File: src/rtl/laser_array_obstacle.sv
// Laser-array obstacle overlay: fires a sequence of growing laser bars across the
// frame and marks the pixels they cover, with registered pixel outputs.
module laser_array_obstacle #(
  parameter logic [2:0]  SELECT_CODE    = 3'b010,
  parameter int          LASER_COUNT    = 3,
  parameter int          ORIENTATION    = 0,
  parameter int          SEQ_MODE       = 0,
  parameter int          FIRST_POS      = 367,
  parameter int          PITCH          = 100,
  parameter int          SPAN_LO        = 361,
  parameter int          SPAN_HI        = 661,
  parameter int          MAX_HALF_WIDTH = 40,
  parameter int          SPAWN_DELAY    = 32000000,
  parameter int          GROW_DELAY     = 3200000,
  parameter int          HOLD_DELAY     = 32000000,
  parameter int          SHOTS          = 16,
  parameter logic [11:0] COLOR          = 12'hfff
) (
  input  logic        clk,
  input  logic        rst,
  input  logic [11:0] hcount_in,
  input  logic [11:0] vcount_in,
  input  logic [11:0] rgb_in,
  input  logic        play_selected,
  input  logic [2:0]  selected,
  input  logic        done_in,
  output logic [11:0] rgb_out,
  output logic [11:0] obstacle_x,
  output logic [11:0] obstacle_y,
  output logic        done
);

  localparam logic [24:0] SPAWN_LAST = 25'(SPAWN_DELAY - 1);
  localparam logic [24:0] GROW_LAST  = 25'(GROW_DELAY - 1);
  localparam logic [24:0] HOLD_LAST  = 25'(HOLD_DELAY - 1);
  localparam logic [6:0]  HW_MAX     = 7'(MAX_HALF_WIDTH);
  localparam logic [5:0]  SHOT_END   = 6'(SHOTS);
  localparam logic [2:0]  IDX_LAST   = 3'(LASER_COUNT - 1);

  typedef enum logic [1:0] {IDLE, SPAWN, GROW, HOLD} state_t;

  state_t      state, state_n;
  logic [24:0] cnt, cnt_n;
  logic [6:0]  hw, hw_n;
  logic [5:0]  shots, shots_n;
  logic [2:0]  idx, idx_n;
  logic        dir_up, dir_up_n;
  logic        done_n;
  logic [11:0] rgb_n, x_n, y_n;

  logic [11:0] centre, short_c, long_c;
  logic        in_laser, hit;

  assign centre  = 12'(FIRST_POS) + 12'(PITCH) * 12'(idx);
  assign short_c = (ORIENTATION == 0) ? vcount_in : hcount_in;
  assign long_c  = (ORIENTATION == 0) ? hcount_in : vcount_in;

  // Short-axis extent is asymmetric: a zero half-width still draws two pixels.
  assign in_laser = (long_c >= 12'(SPAN_LO)) && (long_c <= 12'(SPAN_HI)) &&
                    (short_c >= centre - 12'(hw)) &&
                    (short_c <= centre + 12'd1 + 12'(hw));
  assign hit = (state != IDLE) && in_laser;

  always_comb begin
    state_n  = state;
    cnt_n    = cnt;
    hw_n     = hw;
    shots_n  = shots;
    idx_n    = idx;
    dir_up_n = dir_up;
    done_n   = 1'b0;

    case (state)
      IDLE: begin
        if (done_in && play_selected && (selected == SELECT_CODE)) begin
          state_n  = SPAWN;
          cnt_n    = '0;
          hw_n     = '0;
          shots_n  = '0;
          idx_n    = '0;
          dir_up_n = 1'b1;
        end
      end
      SPAWN: begin
        if (cnt == SPAWN_LAST) begin
          state_n = GROW;
          cnt_n   = '0;
        end else begin
          cnt_n = cnt + 25'd1;
        end
      end
      GROW: begin
        if (cnt == GROW_LAST) begin
          cnt_n = '0;
          hw_n  = hw + 7'd1;
          if (hw + 7'd1 == HW_MAX) state_n = HOLD;
        end else begin
          cnt_n = cnt + 25'd1;
        end
      end
      HOLD: begin
        if (cnt == HOLD_LAST) begin
          cnt_n   = '0;
          shots_n = shots + 6'd1;
          if (shots + 6'd1 == SHOT_END) begin
            state_n = IDLE;
            done_n  = 1'b1;
          end else begin
            state_n = SPAWN;
            hw_n    = '0;
            if (SEQ_MODE == 0) begin
              idx_n = (idx == IDX_LAST) ? '0 : idx + 3'd1;
            end else if (LASER_COUNT == 1) begin
              idx_n = '0;
            end else if (dir_up) begin
              // Turn at the ends without firing the end laser twice.
              if (idx == IDX_LAST) begin
                idx_n    = idx - 3'd1;
                dir_up_n = 1'b0;
              end else begin
                idx_n = idx + 3'd1;
              end
            end else begin
              if (idx == '0) begin
                idx_n    = 3'd1;
                dir_up_n = 1'b1;
              end else begin
                idx_n = idx - 3'd1;
              end
            end
          end
        end else begin
          cnt_n = cnt + 25'd1;
        end
      end
      default: state_n = IDLE;
    endcase

    if ((state != IDLE) && !play_selected) begin
      state_n = IDLE;
      cnt_n   = '0;
      hw_n    = '0;
      done_n  = 1'b0;
    end

    rgb_n = hit ? COLOR : rgb_in;
    x_n   = hit ? hcount_in : '0;
    y_n   = hit ? vcount_in : '0;
  end

  always_ff @(posedge clk) begin
    if (rst) begin
      state      <= IDLE;
      cnt        <= '0;
      hw         <= '0;
      shots      <= '0;
      idx        <= '0;
      dir_up     <= 1'b1;
      done       <= 1'b0;
      rgb_out    <= '0;
      obstacle_x <= '0;
      obstacle_y <= '0;
    end else begin
      state      <= state_n;
      cnt        <= cnt_n;
      hw         <= hw_n;
      shots      <= shots_n;
      idx        <= idx_n;
      dir_up     <= dir_up_n;
      done       <= done_n;
      rgb_out    <= rgb_n;
      obstacle_x <= x_n;
      obstacle_y <= y_n;
    end
  end

endmodule

File: config.mk
export PLATFORM = sky130hd
export DESIGN_NAME = laser_array_obstacle
export DESIGN_NICKNAME = d
export VERILOG_FILES = /design/src/rtl/laser_array_obstacle.sv
export SDC_FILE = /design/constraint.sdc
export NUM_CORES = 1
export LEC_CHECK = 0
export BUFFER_PORTS_ARGS = -buffer_cell sky130_fd_sc_hd__buf_2
export CAP_MARGIN = 20
export CORE_ASPECT_RATIO = 1.1
export CORE_MARGIN = 1
export CORE_UTILIZATION = 61
export DETAILED_ROUTE_END_ITERATION = 10
export GPL_TIMING_DRIVEN = 0
export PLACE_DENSITY = 0.85
export SLEW_MARGIN = 10
export SYNTH_ARGS = -nofsm -noshare
export SYNTH_HDL_FRONTEND = slang
export SYNTH_SLANG_ARGS = --single-unit
export TNS_END_PERCENT = 10
File: constraint.sdc
create_clock -name clk -period 8.75 [get_ports clk]
set_input_delay 0.4375 -clock clk [delete_from_list [all_inputs] [get_ports clk]]
set_output_delay 0.4375 -clock clk [all_outputs]
set_load 0.02 [all_outputs]
==> summary.md, run 1 <==
| Metric | Value |
|---|---|
| Outcome | `finished, final reports clean` |
| Place WS | `4.073 ns` |
| Lkg Pwr | `2.393 nW` |
| Crit-path cells | `inv_1 > ha_1 > inv_1 > ha_1 > o21bai_1 > a21oi_1 > o31ai_1 > xnor2_1 > ha_1 > nand4_1 > or4b_2 > mux2i_1 > a31oi_1 > a311oi_2 > buf_6 > and2_2` |
| Initial antenna violation count | `0` |
| RSZ-0062 raised after global routing | `no` |
| Ports | `80` |
| First-pass GRT wire length | `17.80 mm` |
| Final worst path period need | `4.811 ns` |
| Pwr Density | `144.3 nW/um2` |
| Worst r2r dst | `obstacle_x[6]` |
| FF+latch count, synth | `80` |
| Drt total wl | `10.84 mm` |
| Vert. Die Dim | `95.08 um` |
| Max-slew violations | `0` |
| Rows | `33` |
| DRT antenna net count | `0` |
| MaxCap Viol Count | `0` |
| # diodes | `0` |
| CTS tree | `done` |
| CP startpoint | `idx[0]` |
| WL/cell | `14.43 um` |
| Clock Root Buffer | `clkbuf_8` |
| Post-CTS setup buffer count | `0` |
| Placer congestion estimate | `0.8524` |
| Worst R2R Start | `idx[0]` |
| Clock sink count | `80` |
| Initial drt markers | `174` |
| Critical path launch point type | `flop` |
| Crit path capture type | `flop` |
| Fin nets | `738` |
| Syn Area/Cell | `8.736 um2` |
| Die area | `8236 um2` |
| Most used DFF post-synth | `dfxtp_1` |
| P&R area growth vs syn | `15.47%` |
| Asr flop ratio synth | `0%` |
| Starting density of the core | `63.59%` |
| Core footprint | `7556 um2` |
| Slew HR | `51.45%` |
| Worst setup path category | `reg2reg` |
| Fin worst setup slack | `3.939 ns` |
| CP endpoint | `obstacle_x[6]` |
| Most used cell, CP | `ha_1` |
| PostCTS Resize Cnt | `0` |
| Largest net degree at the start of global routing | `17` |
| Post-Route Setup TNS | `0 ns` |
| Remaining DRCs | `0` |
| Path depth of the worst reg2reg path | `16` |
| Post-synth EDFFs | `0` |
| H-tree Lvls | `3` |
| Register area share after synthesis | `33.33%` |
| GR Util All Layers | `27.47%` |
| Overall power | `0.8004 mW` |
| DP Wirelength | `8.501 mm` |
| Worst path arrival time | `5.13 ns` |
| Gr ovfl total | `0` |
| Hold WS | `0.2496 ns` |
| IO Port Bufs | `79` |
| Final Hold Vio Count | `0` |
| Skew final | `0.01241 ns` |
| Synth Instances | `550` |
| Share of post-route cells with drive strength above 1 | `18.11%` |
| Worst-Skew Late Latency | `0.37 ns` |
| Crit-path max cell delay | `0.68 ns` |
| Vias in the first global route | `4,248` |
| Total CTS buffers | `9` |
| CP required | `9.07 ns` |
| Number of iterations in the first detailed-routing pass | `5` |
| Slowest library cell on the worst path | `or4b_2` |
| Clk buf depth | `2` |
| IR drop worst, VDD | `0.0001010 V` |
| Mapped Area | `4805 um2` |
| Hold Crit Class | `in2reg` |
| Die W | `86.62 um` |
| Clock transition at path regs | `0.09 ns` |
| Fin crit share | `54.98%` |
| CTS Hold Bufs | `0` |
| Yosys warning count | `0` |
| Vias per inst | `5.722` |
| Final setup violation count | `0` |
| Via count | `4,297` |
| Slew @ Worst Pin | `0.7282 ns` |
| Max Freq | `207.9 MHz` |
| R2R setup slack | `3.94 ns` |
| Max FO, Critical Path | `10` |
| Yosys cell types | `66` |
==> state kept, by name, summed over array words and instances (netlist names) <==
signal      flops
rgb_out        12
state           2
shots           6
idx             3
obstacle_y     12
done            1
obstacle_x     12
cnt            25
hw              7
==> layer usage <==
layer	part of all wire (%)	track usage [%]	vias up
met5	0	0	-
met4	3.2	16.81	0
met3	4.3	4.069	36
met2	52	52.78	140
met1	40	27.84	1998
li1	-	-	2123
==> worst min-delay path by stage <==
stage	to	cells after the start	start	slack, ns
finish	rgb_out[8]	2	rgb_in[8]	0.25
global route	rgb_out[8]	2	rgb_in[8]	0.24
CTS	rgb_out[8]	2	rgb_in[8]	0.24
detailed placement	cnt[1]	2	cnt[1]	0.47
global placement	cnt[1]	2	cnt[1]	0.46
floorplan	cnt[1]	2	cnt[1]	0.45
==> cells in the mapped netlist (all sizes together) (6+ instances only) <==
library cell / n / share of area (%)
nor3: 15 / 1.6
and2: 26 / 3.5
nor2: 59 / 4.6
nor2b: 9 / 1.2
a21oi: 30 / 3.1
inv: 31 / 2.4
xor2: 13 / 2.4
ha: 52 / 14
xnor2: 30 / 5.5
nand3: 15 / 1.6
o31ai: 6 / 0.94
a21o: 21 / 3.3
o21ai: 20 / 2.1
nand2: 29 / 2.3
clkbuf: 10 / 0.78
nand4: 12 / 1.6
dfxtp: 80 / 33
==> report_power, final <==
part           switching (mW)  total, mW  leakage, nW  internal, mW
Clock                   0.152      0.289        0.103         0.137
Combinational          0.0893      0.136         1.64        0.0464
Sequential            0.00454      0.376        0.648         0.371
Total                   0.246      0.800         2.39         0.555
==> final cells by class <==
class,instances,area [um2]
fillers,585,2008
inverters,31,116.4
multi-input cells,425,3009
flip-flops and latches,80,1602
well taps,105,131.4
clock buffers,9,123.9
clock inverters,7,88.84
repair buffers,79,395.4
plain buffers,15,81.33
==> per-stage QoR <==
stage,cell area [um2],utilization (%),std cells
final,5548,73.42,751
after global routing,5548,73.42,751
after CTS,5548,73.42,751
after detailed placement,5335,70.61,735
after global placement,5335,70.61,735
after floorplan,4808,-,551
==> critical path: cells and delay by family, from the launching register on <==
family | cells | cell delay (ns)
fa+ha+maj | 3 | 1.02
buf+inv | 3 | 0.64
xor+xnor | 1 | 0.11
compound gates | 5 | 1.35
mux | 1 | 0.16
flops | 1 | 0.54
simple gates | 3 | 0.93
==> cell families (layout without fill, tap and decap cells) <==
logic type / count (synthesis) / in the layout / share of synthesized area, %
flops: 80 / 80 / 33.33
xor+xnor: 43 / 43 / 7.839
buf+inv: 46 / 141 / 4.115
fa+ha+maj: 54 / 54 / 14.37
compound gates: 116 / 116 / 16.25
simple gates: 205 / 205 / 23.10
other cells: 2 / 3 / 0.1563
mux: 4 / 4 / 0.8334
==> layout by cell type, fill, tap and decap left out, types with 3 or more instances in the layout <==
cell type / netlist / final
clkbuf_8: 0 / 9
nor3_1: 15 / 15
nand4b_1: 3 / 3
nor2b_1: 9 / 9
o21ai_0: 18 / 18
xor2_1: 13 / 13
nand2b_1: 3 / 3
o21a_1: 4 / 4
a211oi_1: 4 / 4
or4_1: 3 / 3
ha_1: 52 / 52
nand2_1: 29 / 29
nand3_1: 15 / 15
xnor2_1: 30 / 30
a21oi_1: 30 / 30
inv_1: 31 / 31
a31oi_1: 4 / 4
mux2i_1: 4 / 4
a21o_1: 21 / 21
nor2_1: 59 / 59
and2_2: 6 / 6
and2_1: 20 / 20
o31ai_1: 6 / 6
and3_1: 3 / 3
clkbuf_1: 10 / 10
o21bai_1: 3 / 3
nor4_1: 4 / 4
conb_1: 2 / 3
nand4_1: 12 / 12
o22ai_1: 3 / 3
dfxtp_1: 80 / 80
o211ai_1: 3 / 3
buf_2: 2 / 81
nand3b_1: 4 / 4
and4_1: 3 / 3
buf_6: 3 / 3
Power figures use the tool's default switching activity.
==> inputs of run 2 (changes only) <==
--- a/config.mk
+++ b/config.mk
@@ -9,10 +9,10 @@
 export CAP_MARGIN = 20
 export CORE_ASPECT_RATIO = 1.1
 export CORE_MARGIN = 1
-export CORE_UTILIZATION = 61
+export CORE_UTILIZATION = 51
 export DETAILED_ROUTE_END_ITERATION = 10
 export GPL_TIMING_DRIVEN = 0
-export PLACE_DENSITY = 0.85
+export PLACE_DENSITY = 0.76
 export SLEW_MARGIN = 10
 export SYNTH_ARGS = -nofsm -noshare
 export SYNTH_HDL_FRONTEND = slang
==> constraint.sdc (replaced) <==
create_clock -name clk -period 3.89 [get_ports clk]
set_input_delay 0.1945 -clock clk [delete_from_list [all_inputs] [get_ports clk]]
set_output_delay 0.1945 -clock clk [all_outputs]
set_load 0.02 [all_outputs]
==> run 2 against run 1 <==
Clock skew grew 0.00068 ns. Register-to-register slack got worse by 3.9 ns. Largest cell class unchanged. Setup slack got worse by 3.9 ns. Utilization decreased by 8.3 points. Worst hold slack got worse by 0.23 ns. Final cell count increased by 2.4%. Flip-flop and latch count unchanged. Die area grew 19%. Global-route usage shrank 4.7 points. Combinational power up 130%. Critical endpoint is now obstacle_y[2]. Via count shrank 0.16%. Highest routed layer unchanged.
==> summary.md, run 2 (synthesis results as in run 1) <==
| Metric | Value |
|---|---|
| Die area | `9813 um2` |
| Lkg Pwr | `2.471 nW` |
| WL/cell | `14.68 um` |
| Initial drt markers | `180` |
| Core footprint | `9009 um2` |
| Max Freq | `261.7 MHz` |
| DP Wirelength | `8.089 mm` |
| DRT antenna net count | `0` |
| Crit path capture type | `flop` |
| CP required | `4.19 ns` |
| Worst-Skew Late Latency | `0.36 ns` |
| Crit-path max cell delay | `0.43 ns` |
| Final Util | `65.14%` |
| Final Hold Vio Count | `0` |
| Delay-heaviest family, CP | `adder cells` |
| Max FO, Critical Path | `10` |
| Pwr Density | `307.5 nW/um2` |
| First-pass GRT wire length | `18.00 mm` |
| Filler instances | `725` |
| Top Layer Used | `met4` |
| Total CTS buffers | `9` |
| Rows | `36` |
| Gr ovfl total | `0` |
| CTS Hold Bufs | `0` |
| Hold Crit Class | `in2reg` |
| Fin area | `5868 um2` |
| Clk buf depth | `2` |
| Post-DP Area | `5354 um2` |
| Wire length on met1 | `4.605 mm` |
| Clock Root Buffer | `clkbuf_8` |
| Overall power | `1.804 mW` |
| IR drop worst, VDD | `0.0002136 V` |
| GR Util All Layers | `22.82%` |
| Commonest non-fill, non-tap cell in the layout | `buf_2` |
| Initial antenna violation count | `0` |
| Inst Count DP | `744` |
| H-tree Lvls | `3` |
| IO Port Bufs | `79` |
| Ports | `80` |
| Via count | `4,290` |
| MaxCap Viol Count | `0` |
| Met2 wire len | `5.866 mm` |
| Final worst path period need | `3.821 ns` |
| Vias in the first global route | `4,062` |
| # diodes | `0` |
| Outcome | `finished, final reports clean` |
| Vert. Die Dim | `103.8 um` |
| Fin nets | `747` |
| Slew HR | `54.13%` |
| Share of post-route cells with drive strength above 1 | `24.27%` |
| Critical path launch point type | `flop` |
| Met3 wire len | `581 um` |
| Remaining DRCs | `0` |
| Die W | `94.55 um` |
| Clock transition at path regs | `0.09 ns` |
| P&R area growth vs syn | `22.14%` |
| Cell Count, Final, Fillers Out | `769` |
| Starting density of the core | `53.33%` |
| CP Buf/Inv Count | `3` |
| Fin crit share | `98.23%` |
| Clock sink count | `80` |
| Placer congestion estimate | `0.8302` |
| Number of iterations in the first detailed-routing pass | `6` |
| Slowest library cell on the worst path | `ha_2` |
| Skew final | `0.01309 ns` |
| Reg with most FFs | `cnt` |
| Max-slew violations | `0` |
| Worst path arrival time | `4.13 ns` |
| Crit-path cells | `inv_1 > ha_1 > ha_2 > o31ai_2 > xnor2_1 > nor2_1 > xnor2_1 > ha_1 > a21oi_1 > o21ai_2 > mux2i_1 > a31oi_1 > a311oi_4 > buf_4 > buf_6 > and2_1` |
| Drt total wl | `11.29 mm` |
| Final setup violation count | `0` |
| Largest net degree at the start of global routing | `16` |
| Slew @ Worst Pin | `0.6808 ns` |
| Worst setup path category | `reg2reg` |
| Most frequent cells in the layout | `buf_2 (81), dfxtp_1 (77), nor2_1 (58)` |
| Max FFs per register | `25` |
| CTS tree | `done` |
| Vias per inst | `5.579` |
-- run 2: area by class of cell --
cell class,count,area (um2),share of cell area [%]
multi-input combinational,425,3227,54.99
clock buffer,10,137.6,2.345
buffer,14,77.57,1.322
tap,114,142.6,2.431
clock inverter,6,73.82,1.258
sequential,80,1613,27.48
timing repair buffer,89,474.2,8.081
inverter,31,122.6,2.090
-- run 2: repair_timing --
item                                    4_1_cts  5_1_grt
pin swaps                                     3       19
setup buffers                                 6        4
endpoints found under the setup margin       34       34
gates resized for setup                      18       27
-- run 2: final timing paths --
check                           cells past startpoint  slack [ns]       start            end
worst min register to register                      2        0.49      cnt[1]         cnt[1]
worst max register to register                     16        0.07      idx[2]  obstacle_y[2]
worst min-delay path                                2        0.02  rgb_in[10]    rgb_out[10]
worst max-delay path                               16        0.07      idx[2]  obstacle_y[2]
-- run 2: metal layers --
| metal | global-route usage (%) | up-vias |
|---|---|---|
| li1 | - | 2136 |
| met1 | 26.09 | 2027 |
| met2 | 41.20 | 105 |
| met3 | 4.405 | 22 |
| met4 | 8.225 | 0 |
| met5 | 0 | - |
-- run 2: power breakdown --
part,switching (mW),internal [mW],total (mW)
sequential,0.0102,0.834,0.844
combinational,0.200,0.105,0.306
clock,0.333,0.322,0.655
total,0.544,1.26,1.80
-- run 2: metrics by stage --
stage          hold slack [ns]  TNS [ns]  worst slack [ns]
2_1_floorplan           0.3043         0         0.0005378
5_1_grt               0.008019    -1.892          -0.09479
3_3_place_gp            0.3881    -19.58           -0.6118
6_report               0.02182         0           0.06882
4_1_cts               0.007626         0           0.02982
3_5_place_dp            0.3892    -22.78           -0.7077
